**src/rtl/alu32_arbiter.sv**
```systemverilog
// Round-robin arbiter/sequencer sharing one combinational alu32 between two requesters.
// Each operation takes a fixed IDLE -> EXEC -> DONE path; result and err are registered.
module alu32_arbiter #(
    parameter logic [3:0] OP_MAX = 4'b0111
) (
    input  logic        clk,
    input  logic        reset,
    input  logic        req0,
    input  logic [31:0] a0,
    input  logic [31:0] b0,
    input  logic [3:0]  op0,
    output logic        gnt0,
    output logic        done0,
    input  logic        req1,
    input  logic [31:0] a1,
    input  logic [31:0] b1,
    input  logic [3:0]  op1,
    output logic        gnt1,
    output logic        done1,
    output logic [63:0] result,
    output logic        err,
    output logic        busy,
    output logic [31:0] alu_a,
    output logic [31:0] alu_b,
    output logic [3:0]  alu_op,
    input  logic [63:0] alu_result
);

    typedef enum logic [1:0] {
        IDLE = 2'd0,
        EXEC = 2'd1,
        DONE = 2'd2
    } state_t;

    state_t      state, state_d;
    logic        prio, prio_d;
    logic        owner, owner_d;
    logic        win;
    logic        gnt0_d, gnt1_d, done0_d, done1_d;
    logic [31:0] alu_a_d, alu_b_d;
    logic [3:0]  alu_op_d;
    logic [63:0] result_d;
    logic        err_d;

    function automatic logic op_legal(input logic [3:0] op);
        return op <= OP_MAX;
    endfunction

    // With only one request the priority pointer is irrelevant.
    assign win  = (req0 && req1) ? prio : req1;
    assign busy = (state != IDLE);

    always_comb begin
        state_d  = state;
        prio_d   = prio;
        owner_d  = owner;
        gnt0_d   = 1'b0;
        gnt1_d   = 1'b0;
        done0_d  = 1'b0;
        done1_d  = 1'b0;
        alu_a_d  = alu_a;
        alu_b_d  = alu_b;
        alu_op_d = alu_op;
        result_d = result;
        err_d    = err;
        case (state)
            IDLE: begin
                if (req0 || req1) begin
                    state_d  = EXEC;
                    owner_d  = win;
                    gnt0_d   = ~win;
                    gnt1_d   = win;
                    alu_a_d  = win ? a1 : a0;
                    alu_b_d  = win ? b1 : b0;
                    alu_op_d = win ? op1 : op0;
                end
            end
            EXEC: begin
                state_d = DONE;
                if (op_legal(alu_op)) begin
                    result_d = alu_result;
                    err_d    = 1'b0;
                end else begin
                    result_d = '0;
                    err_d    = 1'b1;
                end
                done0_d = ~owner;
                done1_d = owner;
            end
            DONE: begin
                state_d = IDLE;
                prio_d  = ~owner;
            end
            default: state_d = IDLE;
        endcase
    end

    // Reset clears data registers too so every output reads 0 after reset.
    always_ff @(posedge clk) begin
        if (reset) begin
            state  <= IDLE;
            prio   <= 1'b0;
            owner  <= 1'b0;
            gnt0   <= 1'b0;
            gnt1   <= 1'b0;
            done0  <= 1'b0;
            done1  <= 1'b0;
            alu_a  <= '0;
            alu_b  <= '0;
            alu_op <= '0;
            result <= '0;
            err    <= 1'b0;
        end else begin
            state  <= state_d;
            prio   <= prio_d;
            owner  <= owner_d;
            gnt0   <= gnt0_d;
            gnt1   <= gnt1_d;
            done0  <= done0_d;
            done1  <= done1_d;
            alu_a  <= alu_a_d;
            alu_b  <= alu_b_d;
            alu_op <= alu_op_d;
            result <= result_d;
            err    <= err_d;
        end
    end

endmodule

```
**config.mk**
```make
export PLATFORM = sky130hd
export DESIGN_NAME = alu32_arbiter
export DESIGN_NICKNAME = d
export VERILOG_FILES = /design/src/rtl/alu32_arbiter.sv
export SDC_FILE = /design/constraint.sdc
export NUM_CORES = 1
export LEC_CHECK = 0
export CORE_AREA = 2 2 134 136
export DETAILED_ROUTE_END_ITERATION = 12
export DIE_AREA = 0 0 136 138
export DONT_BUFFER_PORTS = 1
export PLACE_DENSITY = 0.5
export RECOVER_POWER = 25
export SYNTH_ARGS = -nofsm -noshare
export SYNTH_HDL_FRONTEND = slang
export SYNTH_SLANG_ARGS = --single-unit
```
**constraint.sdc**
```tcl
create_clock -name clk -period 1.87 [get_ports clk]
set_input_delay 0.374 -clock clk [delete_from_list [all_inputs] [get_ports clk]]
set_output_delay 0.374 -clock clk [all_outputs]
set_load 0.01 [all_outputs]
```
==> After elaboration in Yosys (flattened, before gate mapping) <==
Cells that the tools add are included.
{ "classes": {"n_lt_le_gt_ge": 1, "eq_ne": 3, "muxes": 8, "bitwise_logic": 5, "n_reduce_logical": 7} }
{ "ops": {"columns": ["operator", "count"], "rows": [
  ["2-to-1 mux 32 bit", 2],
  ["2-to-1 mux 64 bit", 1],
  ["inverter 1 bit", 5],
  ["less-or-equal comparator 4 x 3 -> 1 bit, second input constant", 1],
  ["2-to-1 mux 4 bit", 1],
  ["case mux 2 bit (2 select lines)", 1],
  ["OR reduction 3 bit", 1],
  ["equality test 2 x 1 -> 1 bit, second input constant", 1],
  ["equality test 2 bit, second input constant", 1],
  ["logical NOT 2 bit", 1],
  ["2-to-1 mux 1 bit", 2],
  ["2-to-1 mux 2 bit", 1],
  ["inequality test 2 bit, second input constant", 1],
  ["AND reduction 2 bit", 1],
  ["nonzero test 2 bit", 1],
  ["OR reduction 2 bit", 1],
  ["logical AND 1 bit", 1],
  ["logical OR 1 bit", 1]
]} }
{ "totals": {"register_bits": 141, "input_bits": 204, "output_inout_bits": 138, "word_cells": 36} }

==> Depth between registers and ports, before layout <==
Gate-level depths: netlist (run 1).
{ "logic_depth": {"ltp_word": 3, "depth_mapped": 7, "ltp_nobuf": 4} }

==> Worst setup path after synthesis (run 1) <==
Ideal clock, no wire load.
{ "synth_path": {"kind": "in2reg", "start": "input req1", "end": "register alu_a[12]", "setup_ns": 0.145, "t_arrival_ns": 1.293, "t_required_ns": 1.725, "setup_slack_ns": 0.432, "cell_stages": 7, "n_path_buf": 4, "path_cell_list": "buf_6 > or2_1 > buf_4 > buf_6 > buf_8 > a21oi_2 > a311oi_2"} }
{ "synth_between": {"elab_chain_len": 3, "elab_cells_between_ends": 5, "cone_classes": "mux (2); reduce/logical (3)"} }
{ "synth_rtl": {"columns": ["element", "line_no", "text"], "rows": [
  ["start: declaration", "14", "input logic req1,"],
  ["logical AND 1 bit", "50", "assign win = (req0 && req1) ? prio : req1;"],
  ["2-to-1 mux 1 bit", "50", null],
  ["2-to-1 mux 32 bit", "73", "alu_a_d = win ? a1 : a0;"],
  ["end signal: assignment", "121", "alu_a <= alu_a_d;"],
  ["end: declaration", "23", "output logic [31:0] alu_a,"]
]} }
Parallel ways exist; a longest one is shown, timed or not.
A chain may end at the register's enable or synchronous reset.

==> Worst setup path after layout (run 1) <==
{ "layout_path": {"start": "register alu_op[3]", "end": "output alu_op[3]"} }
{ "layout_rtl": {"columns": ["element", "line_no", "text"], "rows": [
  ["start: declaration", "25", "output logic [3:0] alu_op,"],
  ["start signal: assignment", "123", "alu_op <= alu_op_d;"]
]} }
No word-level cell between the ends.

==> implementation parameters, run 1 <==
Parameter                              Value

Global route
  Remaining global-route overflow    0
  Via count of the first global-routing pass    ~5300
  Antenna violations before repair    2
  Largest net degree at the start of global routing    141
  Global router's overall resource usage    19.4%
  Global-route wire length before repair    29200 um

CTS
  Reg clk slew, reported paths    0.07 ns
  Insertion delay of the later-clocked pin in the worst-skew pair    between 0.4 and 0.5 ns
  Total number of clock tree sinks    141
  Inserted Clock Buffers    17
  # Post-CTS Setup Buffers    0
  Number of hold buffers added after CTS    0
  TritonCTS clock tree    built
  Number of gates resized after cts    0
  Maximum buffer depth of the clock tree    2
  Clock root buffer    sky130_fd_sc_hd__clkbuf_16
  H-tree depth    4

Logic synthesis
  Library cell occupying the most area in the post-synthesis netlist    sky130_fd_sc_hd__dfxtp_1
  Synthesized Nets    925
  Mapped Area    6160 um^2
  Post-synthesis average cell area    8.55 um^2
  Share of the synthesized area in the top cell type    45.8%
  Total of warnings raised by yosys    0
  Top cells by area in the synthesized netlist    sky130_fd_sc_hd__dfxtp_1 46%, sky130_fd_sc_hd__a21oi_1 10%, sky130_fd_sc_hd__a311oi_1 8.2%
  Fraction of the yosys area taken by sequential cells    45.8%
  Post-synthesis sequential element count    about 140
  Number of instances in the synthesized netlist    721
  Netlist cell types    30

Detailed routing
  First-iteration detailed-routing DRC count    283
  DR vias    5408
  Number of nets with antenna violations after routing    0
  First-pass detailed-route iteration total    4
  Vias/cell    between 5 and 6
  Highest metal layer used by the detailed router    met5
  M1 WL    7000 um
  Total Routed Length    between 15000 and 20000 um
  Routed wire length on met3    2330 um
  Wire length on met2    between 9000 and 10000 um
  Detail-routed net length per standard cell    20.8 um
  DR DRC count    0

Critical path
  Required time at the endpoint of the critical path    about 1.5 ns
  Number of gates on the worst path with buffers counted    1
  Endpoint class of the critical path    output port
  FF-to-FF path depth    5
  Launching element type of the critical path    flip-flop
  Largest stage delay on the critical path    0.43 ns
  Cell Chain, Critical Path    buf_4
  Standard cell with the maximum stage delay on the critical path    sky130_fd_sc_hd__buf_4
  Slack of the worst reg-to-reg path    0.36 ns
  Worst-path maximum fanout    67
  Arrival time of the worst setup path    1.16 ns
  Family with the most delay on the worst path    buffers and inverters
  Type of the setup path with the least slack    flip-flop to output port
  Buf+Inv Stages, Crit Path    1

Pwr
  Final Power    0.00802 W
  LEAKAGE    2.16 nW
  Total power divided by cell area    1170 nW/um^2
  VDD IR max    556 uV

Die
  I/O pin count    342
  Total die area    around 19000 um^2
  Floorplan die height    138 um
  Std-Cell Rows    between 40 and 50
  Die width    136 um
  Initial core utilization    35.2%
  Floorplan Core Area    around 18000 um^2

Place
  GPL Wtd Cong    0.800
  Hpwl dp    12400 um
  Placed Area    approximately 6200 um^2
  Number of placed instances with taps included    a little under 900
  IO buf count    0

Timing
  Final number of setup-violating endpoints    0
  Post-route fraction of the period consumed by the critical path    82.0%
  Achievable clock frequency    about 0.65 GHz
  Number of slew-limit violations in the final report    0
  Slew headroom    between 60% and 70%
  Unrepaired setup endpoints after global routing    false
  Number of hold violations in the final report    0
  Actual slew at the worst max-slew pin    0.551 ns
  Clock tree skew after final layout    between 0.01 and 0.015 ns
  Final setup TNS    0 ns
  Min Clock Period, post-route    1.53 ns

Layout
  Final non-filler cell total    909
  Post-layout util    39.0%
  Fraction of final layout cells with drive strength greater than 1    11.2%
  Fillers    1773
  Relative area change from synthesis to final layout    10.8%
  Net total in the final layout    870
  Total non-filler cell area in the finished layout    6830 um^2

Hold path
  Hold Path Class    primary input to flip-flop
  Cells on Worst Hold Path    1

Status
  Run status    complete, no violations

Flow run
  Max-cap violations    0
[logic make-up after synthesis]
kind of cell           after synthesis  synth area share, %
AO/OA/AOI/OAI                      274                 28.0
buffers and inverters               92                 7.29
flip-flops                         141                 45.8
AND/OR/NAND/NOR                    214                 18.9
[path summary, 6_finish.rpt]
| kind | endpoint | from |
|---|---|---|
| min reg2reg | result[6] | result[6] |
| max reg2reg | alu_b[15] | state[1] |
| min | alu_b[12] | reset |
| max | alu_op[3] | alu_op[3] |
[stage by stage]
stage,hold WS [ns],setup WS [ns]
after floorplan,0.426,0.432
after global placement,0.456,0.416
after detailed placement,0.456,0.355
after CTS,0.00366,0.292
after global routing,0.00958,0.231
final,0.0341,0.336
[metal layers]
layer | track usage (%) | vias to the layer above
li1 | - | 2539
met1 | 21.9 | 2550
met2 | 32.6 | 292
met3 | 8.73 | 25
met4 | 6.25 | 2
met5 | 0 | -
[power by group]
part	total (W)	leakage (nW)	internal [W]	switching, W
Combinational	0.000970	0.715	0.000397	0.000573
Sequential	0.00360	1.16	0.00327	0.000329
Clock	0.00345	0.287	0.00202	0.00143
[cells in the mapped netlist]
| cell type | number |
|---|---|
| sky130_fd_sc_hd__nor2_2 | 1 |
| sky130_fd_sc_hd__nand3b_1 | 64 |
| sky130_fd_sc_hd__buf_4 | 10 |
| sky130_fd_sc_hd__a311oi_1 | 58 |
| sky130_fd_sc_hd__nand2_1 | 67 |
| sky130_fd_sc_hd__a21oi_1 | 125 |
| sky130_fd_sc_hd__nand3_1 | 69 |
| sky130_fd_sc_hd__nor2_4 | 1 |
| sky130_fd_sc_hd__nand2b_1 | 2 |
| sky130_fd_sc_hd__buf_8 | 1 |
| sky130_fd_sc_hd__a21oi_2 | 10 |
| sky130_fd_sc_hd__clkbuf_2 | 1 |
| sky130_fd_sc_hd__o21ai_0 | 70 |
| sky130_fd_sc_hd__a311oi_2 | 10 |
| sky130_fd_sc_hd__or3_1 | 1 |
| sky130_fd_sc_hd__buf_1 | 4 |
| sky130_fd_sc_hd__buf_2 | 25 |
| sky130_fd_sc_hd__buf_6 | 3 |
| sky130_fd_sc_hd__inv_1 | 1 |
| sky130_fd_sc_hd__inv_2 | 2 |
| sky130_fd_sc_hd__nor3_1 | 1 |
| sky130_fd_sc_hd__clkbuf_1 | 45 |
| sky130_fd_sc_hd__and2_1 | 1 |
| sky130_fd_sc_hd__a211oi_1 | 1 |
| sky130_fd_sc_hd__nor2_1 | 3 |
| sky130_fd_sc_hd__and2b_2 | 1 |
| sky130_fd_sc_hd__nor2b_1 | 1 |
| sky130_fd_sc_hd__or2_1 | 1 |
| sky130_fd_sc_hd__nor4_1 | 1 |
| sky130_fd_sc_hd__dfxtp_1 | 141 |
[registers in the layout, summed over array words and instances, names as in the netlist, 2 cells and up]
signal and count:
alu_a 32, alu_b 32, alu_op 4, result 64, state 2
[area by class of cell]
| cell class | count | area [um^2] | area share (%) |
|---|---|---|---|
| multi-input combinational | 488 | 2910 | 42.6 |
| sequential | 141 | 2820 | 41.3 |
| clock buffer | 17 | 425 | 6.23 |
| tap | 229 | 287 | 4.19 |
| timing repair buffer | 15 | 198 | 2.89 |
| clock inverter | 15 | 174 | 2.55 |
| inverter | 3 | 11.3 | 0.165 |
| antenna | 1 | 2.50 | 0.0366 |
[cells in the final DEF (no fill, tap or decap), drive strengths merged]
master,n
inv,12
dfxtp,141
nand2b,2
a211oi,1
a21oi,135
and2b,1
or3,1
buf,14
nor2,5
diode,1
nor2b,1
nand2,67
o21ai,70
a311oi,68
clkinvlp,3
nor3,1
nor4,1
or2,1
clkinv,1
nand3,69
bufinv,2
and2,1
clkbuf,18
nand3b,64
No activity file was read; power rests on OpenSTA's default activity.
==> inputs of run 2 (changes only) <==
ABC_AREA = 1   (was unset)
CORE_AREA = unset   (was 2 2 134 136)
CORE_ASPECT_RATIO = 0.75   (was unset)
CORE_UTILIZATION = 41   (was unset)
DIE_AREA = unset   (was 0 0 136 138)
PLACE_DENSITY = 0.57   (was 0.5)
clock period = 1.35 ns   (was 1.87 ns; I/O delays follow)
==> run 2 against run 1 <==
The run now ends with negative hold slack left. Global-route usage up 2.4 points. Worst setup slack worse by 0.31 ns. Wire length down 3.8%. First-iteration DRC count up 43%. Clock-buffer cell count up 1. Combinational power up 62%. Sequential share of layout area down 3.1 points. Via count up 8.7%. Synthesized cell count up 45%. Total power up 37%. Highest routed layer is now met4.
==> implementation parameters, run 2 <==
Parameter                              Value

Logic synthesis
  Number of instances in the synthesized netlist    between 1000 and 1500
  Post-synth EDFFs    0
  Mapped Area    6590 um^2
  Netlist cell types    17
  Prevailing post-synth register cell    sky130_fd_sc_hd__dfxtp_1
  Library cell occupying the most area in the post-synthesis netlist    sky130_fd_sc_hd__dfxtp_1
  Top cells by area in the synthesized netlist    sky130_fd_sc_hd__dfxtp_1 43%, sky130_fd_sc_hd__nand2_1 19%, sky130_fd_sc_hd__a21oi_1 10%
  Share of synthesized registers carrying an async set or reset    0%
  Post-synthesis sequential element count    141
  Dominant cell by count in the synthesized netlist    sky130_fd_sc_hd__nand2_1
  Post-synthesis average cell area    6.30 um^2
  Total of warnings raised by yosys    0
  Synthesized Nets    ~1300
  Share of the synthesized area in the top cell type    42.8%
  Top post-synthesis cells by count    337 x sky130_fd_sc_hd__nand2_1, 142 x sky130_fd_sc_hd__nor2_1, 141 x sky130_fd_sc_hd__dfxtp_1, 141 x sky130_fd_sc_hd__inv_1, 135 x sky130_fd_sc_hd__a21oi_1
  Fraction of the yosys area taken by sequential cells    42.8%

Place
  IO buf count    0
  Worst slack at placement    0.0501 ns
  Placed Area    roughly 6800 um^2
  Hpwl dp    12700 um
  GPL Wtd Cong    0.811
  Number of placed instances with taps included    1197

Layout
  Final non-filler cell total    1233
  Most used cells in the layout excluding fill and tap cells    334 x sky130_fd_sc_hd__nand2_1, 141 x sky130_fd_sc_hd__inv_1, 140 x sky130_fd_sc_hd__nor2_1, 139 x sky130_fd_sc_hd__dfxtp_1, 132 x sky130_fd_sc_hd__a21oi_1
  Total non-filler cell area in the finished layout    approximately 7400 um^2
  Register with the most flip-flops    result
  Fraction of final layout cells with drive strength greater than 1    under 10%
  Antenna cells    0
  Total area of multi-input combinational cells    2910 um^2
  Fillers    1672
  Commonest non-fill, non-tap cell in the layout    sky130_fd_sc_hd__nand2_1
  Net total in the final layout    1219
  Flip-flop count of the largest register, all copies and words added    64
  Largest registers    result (64), alu_a (32), alu_b (32)
  Area taken by flip-flops and latches    between 2000 and 3000 um^2
  Relative area change from synthesis to final layout    12.1%

Die
  Die width    148 um
  Std-Cell Rows    39
  Floorplan Core Area    approximately 15000 um^2
  Initial core utilization    42.6%
  Floorplan die height    112 um
  I/O pin count    342
  Total die area    16600 um^2

Timing
  Final worst-path setup slack    0.0270 ns
  Actual slew at the worst max-slew pin    0.284 ns
  Unrepaired setup endpoints after global routing    true
  Number of hold violations in the final report    66
  Clock tree skew after final layout    0.00956 ns
  Slew headroom    81.0%
  Worst hold-check slack    -0.0844 ns
  Min Clock Period, post-route    1.32 ns
  Post-route fraction of the period consumed by the critical path    98.0%
  Final setup TNS    0 ns
  Number of slew-limit violations in the final report    0
  Final number of setup-violating endpoints    0
  Achievable clock frequency    0.756 GHz

CTS
  Inserted Clock Buffers    17
  Insertion delay of the later-clocked pin in the worst-skew pair    0.42 ns
  H-tree depth    4
  Number of hold buffers added after CTS    1
  Reg clk slew, reported paths    roughly 0.070 ns
  Maximum buffer depth of the clock tree    2
  TritonCTS clock tree    built
  Total number of clock tree sinks    141
  Clock root buffer    sky130_fd_sc_hd__clkbuf_16

Critical path
  Required time at the endpoint of the critical path    1.08 ns
  Arrival time of the worst setup path    1.05 ns
  Critical path startpoint    state[1]
  Launching element type of the critical path    flip-flop
  Slack of the worst reg-to-reg path    about 0.050 ns
  FF-to-FF path depth    7
  Endpoint class of the critical path    output port
  Type of the setup path with the least slack    flip-flop to output port
  Reg2Reg Capture Point    result[5]
  Worst-path maximum fanout    4
  Source of the worst register-to-register timing path    state[1]
  Critical Path End    busy

Global route
  Remaining global-route overflow    0
  Largest net degree at the start of global routing    141
  Global-route wire length before repair    28200 um
  Global router's overall resource usage    21.8%
  Antenna violations before repair    0
  Via count of the first global-routing pass    5281

Pwr
  Share of total power in the clock network    40.2%
  Portion of total power attributed to sequential cells    45.5%
  Switching portion of total power    30.9%
  LEAKAGE    3.48 nW
  P_sw    0.00339 W
  VDD IR max    724 uV
  Internal portion of total power    0.00757 W
  Combinational cell fraction of total power    14.4%
  Total power divided by cell area    1480 nW/um^2

Status
  Violations in the final reports    negative hold slack
  Run status    finished, violations left

Detailed routing
  Total Routed Length    18200 um
  DR vias    5881
  First-iteration detailed-routing DRC count    slightly above 400
  Number of nets with antenna violations after routing    0
  Vias/cell    4.77
  DR DRC count    0
  Detail-routed net length per standard cell    14.8 um
  First-pass detailed-route iteration total    4

Hold path
  Hold wc startpoint    reset
  Hold Path Class    primary input to flip-flop

Flow run
  Max-cap violations    0
-- run 2: changes by cell type in the layout (fill, tap and decap cells not counted), sizes merged, moves of 2 or more --
cell	delta
nand2b	-2
nand3	+2
o21ai	-67
bufinv	-2
nand3b	-64
inv	+139
nor2	+138
nand2	+270
a311oi	-68
buf	+7
-- run 2: worst min-delay path by stage --
stage	to	slack, ns	cells past startpoint
after floorplan	result[27]	0.41	2
after global placement	result[42]	0.34	1
after detailed placement	result[58]	0.35	1
after CTS	result[58]	-0.11	1
after global routing	result[58]	-0.12	1
final	result[58]	-0.08	1
-- run 2: layout make-up --
type	count	area share, %
Clock buffer	18	5.81
Multi-Input combinational cell	690	39.3
Sequential cell	141	38.2
Clock inverter	14	1.69
Tap cell	205	3.47
Inverter	143	7.26
Timing Repair Buffer	22	4.23
-- run 2: power groups by stage --
stage                     Combinational (W)  Clock [W]  Sequential (W)
after floorplan                     0.00132          0         0.00496
after global placement              0.00155          0         0.00508
after detailed placement            0.00157          0         0.00509
after CTS                           0.00159    0.00452         0.00499
after global routing                0.00184    0.00470         0.00502
final                               0.00157    0.00440         0.00498
-- run 2: timing repair --
| action | CTS | global route |
|---|---|---|
| buffers inserted | 3 | 0 |
| endpoints found under the hold margin | 67 | 66 |
| resized for setup | 4 | 5 |
| pin swaps | 1 | 0 |
| endpoints found under the setup margin | 1 | 11 |
-- run 2: kinds of logic after synthesis --
| kind of cell | count (synthesis) | synth area share, % |
|---|---|---|
| AOI/OAI and AO/OA | 138 | 10.5 |
| DFF | 141 | 42.8 |
| and+or+nand+nor | 552 | 32.8 |
| buffers and inverters | 216 | 13.8 |
-- run 2: routing by layer --
layer | global-route usage (%) | vias to the layer above | routed length [um]
li1 | - | 3103 | -
met3 | 9.26 | 30 | 1760
met2 | 35.0 | 209 | 8390
met1 | 25.4 | 2539 | 7620
met4 | 8.93 | 0 | 433
met5 | 0 | - | 0
-- run 2: per-stage QoR --
step           hold WS (ns)  util, %  power [W]
2_1_floorplan         0.413        -    0.00628
3_3_place_gp          0.343     43.8    0.00663
3_5_place_dp          0.345     43.8    0.00665
4_1_cts              -0.107     47.7     0.0111
5_1_grt              -0.115     47.8     0.0116
6_report            -0.0844     47.8     0.0110
-- run 2: worst max-delay path: stages (launching register included) --
cell	delay, ns
sky130_fd_sc_hd__dfxtp_2	0.35
sky130_fd_sc_hd__inv_2	0.06
sky130_fd_sc_hd__nand2_2	0.11
sky130_fd_sc_hd__buf_6	0.13
==> inputs of run 3 (changes only) <==
GPL_TIMING_DRIVEN = 0   (was unset)
==> run 3 against run 2 <==
The run now ends clean. Fmax increased by 2.1%. Total power up 10%. Flip-flop and latch count did not move. Non-clock buffer count is 121 higher. Die area did not move. First-iteration DRC count is 12% lower. Cell count up 9.8%. Clock skew increased by 0.00051 ns. Register-to-register slack about the same. Sequential share of layout area fell by 4.5 points. Clock power increased by 15%. Critical path depth up 5. Critical path type is now flip-flop to flip-flop.
==> implementation parameters, run 3 (same netlist as run 2, synthesis figures left out) <==
Parameter                              Value

CTS
  Maximum buffer depth of the clock tree    2
  Total number of clock tree sinks    141
  Inserted Clock Buffers    17
  TritonCTS clock tree    built
  Clock root buffer    sky130_fd_sc_hd__clkbuf_16
  H-tree depth    4
  Reg clk slew, reported paths    roughly 0.07 ns
  Insertion delay of the later-clocked pin in the worst-skew pair    0.42 ns

Global route
  Largest net degree at the start of global routing    17
  Via count of the first global-routing pass    5968
  Global-route wire length before repair    31700 um
  Met3 Resource Use GR    roughly 10%
  Met1 usage    29.4%
  Global router's overall resource usage    ~25%
  Met2 track utilization from global routing    39.8%
  Remaining global-route overflow    0
  Antenna violations before repair    0
  Top Usage Layer GRT    met2

Die
  Floorplan Core Area    15500 um^2
  Floorplan die height    112 um
  Std-Cell Rows    39
  Total die area    16600 um^2
  I/O pin count    342
  Initial core utilization    42.6%
  Die width    about 150 um

Timing
  Achievable clock frequency    0.772 GHz
  Slew headroom    about 64%
  Unrepaired setup endpoints after global routing    true
  Min Clock Period, post-route    between 1 and 1.5 ns
  Clock tree skew after final layout    0.0101 ns
  Actual slew at the worst max-slew pin    0.547 ns
  Number of hold violations in the final report    0
  Final number of setup-violating endpoints    0
  Post-route fraction of the period consumed by the critical path    96.0%
  Number of slew-limit violations in the final report    0

Pwr
  Switching portion of total power    29.5%
  VDD IR max    706 uV
  P_sw    ~0.0036 W
  Combinational cell fraction of total power    between 15 and 20%
  Final Power    0.0121 W
  Portion of total power attributed to sequential cells    41.5%
  Internal portion of total power    0.00851 W
  LEAKAGE    3.95 nW
  Total power divided by cell area    1440 nW/um^2
  Share of total power in the clock network    42.0%

Critical path
  FF-to-FF path depth    8
  Worst-path maximum fanout    10
  Endpoint class of the critical path    flip-flop
  Worst path most repeated cell    sky130_fd_sc_hd__nor2_1
  Standard cell with the maximum stage delay on the critical path    sky130_fd_sc_hd__dfxtp_4
  Cell Chain, Critical Path    inv_4 -> nand2_4 -> nor2_4 -> buf_12 -> buf_6 -> nand2_1 -> nor2_1 -> nor2_1
  Required time at the endpoint of the critical path    1.66 ns
  Largest stage delay on the critical path    roughly 0.37 ns
  Launching element type of the critical path    flip-flop
  Arrival time of the worst setup path    1.61 ns
  Type of the setup path with the least slack    flip-flop to flip-flop

Flow run
  Max-cap violations    0

Detailed routing
  DR DRC count    0
  First-iteration detailed-routing DRC count    356
  Number of nets with antenna violations after routing    0
  Detail-routed net length per standard cell    15.5 um
  First-pass detailed-route iteration total    4
  Vias/cell    between 4 and 5
  Total Routed Length    roughly 21000 um
  DR vias    6452

Layout
  Register with the most flip-flops    result
  Net total in the final layout    about 1300
  Antenna cells    0
  Total non-filler cell area in the finished layout    8380 um^2
  Commonest non-fill, non-tap cell in the layout    sky130_fd_sc_hd__nand2_1
  Largest registers    result (64), alu_a (32), alu_b (32)
  Most used cells in the layout excluding fill and tap cells    336 x sky130_fd_sc_hd__nand2_1, 140 x sky130_fd_sc_hd__inv_1, 139 x sky130_fd_sc_hd__dfxtp_1, 134 x sky130_fd_sc_hd__a21oi_1, 130 x sky130_fd_sc_hd__nor2_1
  Flip-flop count of the largest register, all copies and words added    64
  Fraction of final layout cells with drive strength greater than 1    9.66%
  Relative area change from synthesis to final layout    27.1%

Hold path
  Hold Path Class    primary input to flip-flop
  Cells on Worst Hold Path    2

Place
  IO buf count    0
  GPL Wtd Cong    0.827
  Hpwl dp    around 15000 um
  Placed Area    6850 um^2

Status
  Run status    complete, no violations
[run 3: cell types whose count changed in the layout (fill, tap and decap cells not counted), moves of 4 or more]
cell                            change
sky130_fd_sc_hd__buf_12            -10
sky130_fd_sc_hd__clkbuf_4          +12
sky130_fd_sc_hd__nor2_2            +11
sky130_fd_sc_hd__dlygate4sd3_1     +61
sky130_fd_sc_hd__nor2_1            -10
sky130_fd_sc_hd__buf_2             +12
sky130_fd_sc_hd__bufinv_16          +4
sky130_fd_sc_hd__buf_4             +11
sky130_fd_sc_hd__buf_6              +7
sky130_fd_sc_hd__clkbuf_1          +20
[run 3: final timing paths]
path                                      from    endpoint  slack (ns)
worst max-delay path                  state[0]   alu_a[14]        0.05
worst min register to register           owner       done0        0.44
worst max register to register        state[0]   alu_a[14]        0.05
worst min-delay path            alu_result[63]  result[63]        0.02
[run 3: cell type report]
| cell class | instances | area (um^2) |
|---|---|---|
| Clock inverter | 14 | 208 |
| Fill cell | 1568 | 7090 |
| Multi-Input combinational cell | 690 | 2910 |
| Sequential cell | 141 | 2830 |
| Buffer | 73 | 482 |
| Timing Repair Buffer | 70 | 732 |
| Inverter | 143 | 542 |
| Tap cell | 205 | 256 |
| Clock buffer | 18 | 429 |
[run 3: per-stage QoR]
stage	instances	utilization (%)	setup slack [ns]	hold WS [ns]	setup TNS (ns)
finish	1354	54.2	0.0541	0.0166	0
global route	1354	54.2	-0.0293	0.0193	-0.201
CTS	1351	53.0	0.00523	0.000698	0
detailed placement	1252	44.3	-0.419	0.420	-24.93
global placement	1252	44.3	-0.412	0.417	-24.18
floorplan	1047	-	0.137	0.413	0
[run 3: power groups by stage]
stage               Combinational [W]  Sequential (W)  Clock (W)
floorplan                     0.00132         0.00496          0
global placement              0.00164         0.00510          0
detailed placement            0.00165         0.00510          0
CTS                           0.00188         0.00501    0.00516
global route                  0.00228         0.00505    0.00535
finish                        0.00199         0.00501    0.00507
[run 3: routing by layer]
metal,wire (um),share of wire [%],vias to the layer above
li1,-,-,3356
met1,8940,43,2817
met2,9570,46,240
met3,1940,9.3,39
met4,507,2.4,0
met5,0,0,-
[run 3: critical path, delay by kind of cell, from the launching register on]
kind | cells | cell delay, ns
and+or+nand+nor | 5 | 0.44
buffers and inverters | 3 | 0.37
DFF | 1 | 0.37
[run 3: what timing repair did]
action | CTS | global route
hold endpoints to repair | 62 | 0
resized for setup | 19 | 53
pin swaps | 1 | 5
setup buffers | 5 | 0
gates cloned | 0 | 3
hold buffers | 62 | 0
setup endpoints to repair | 83 | 124
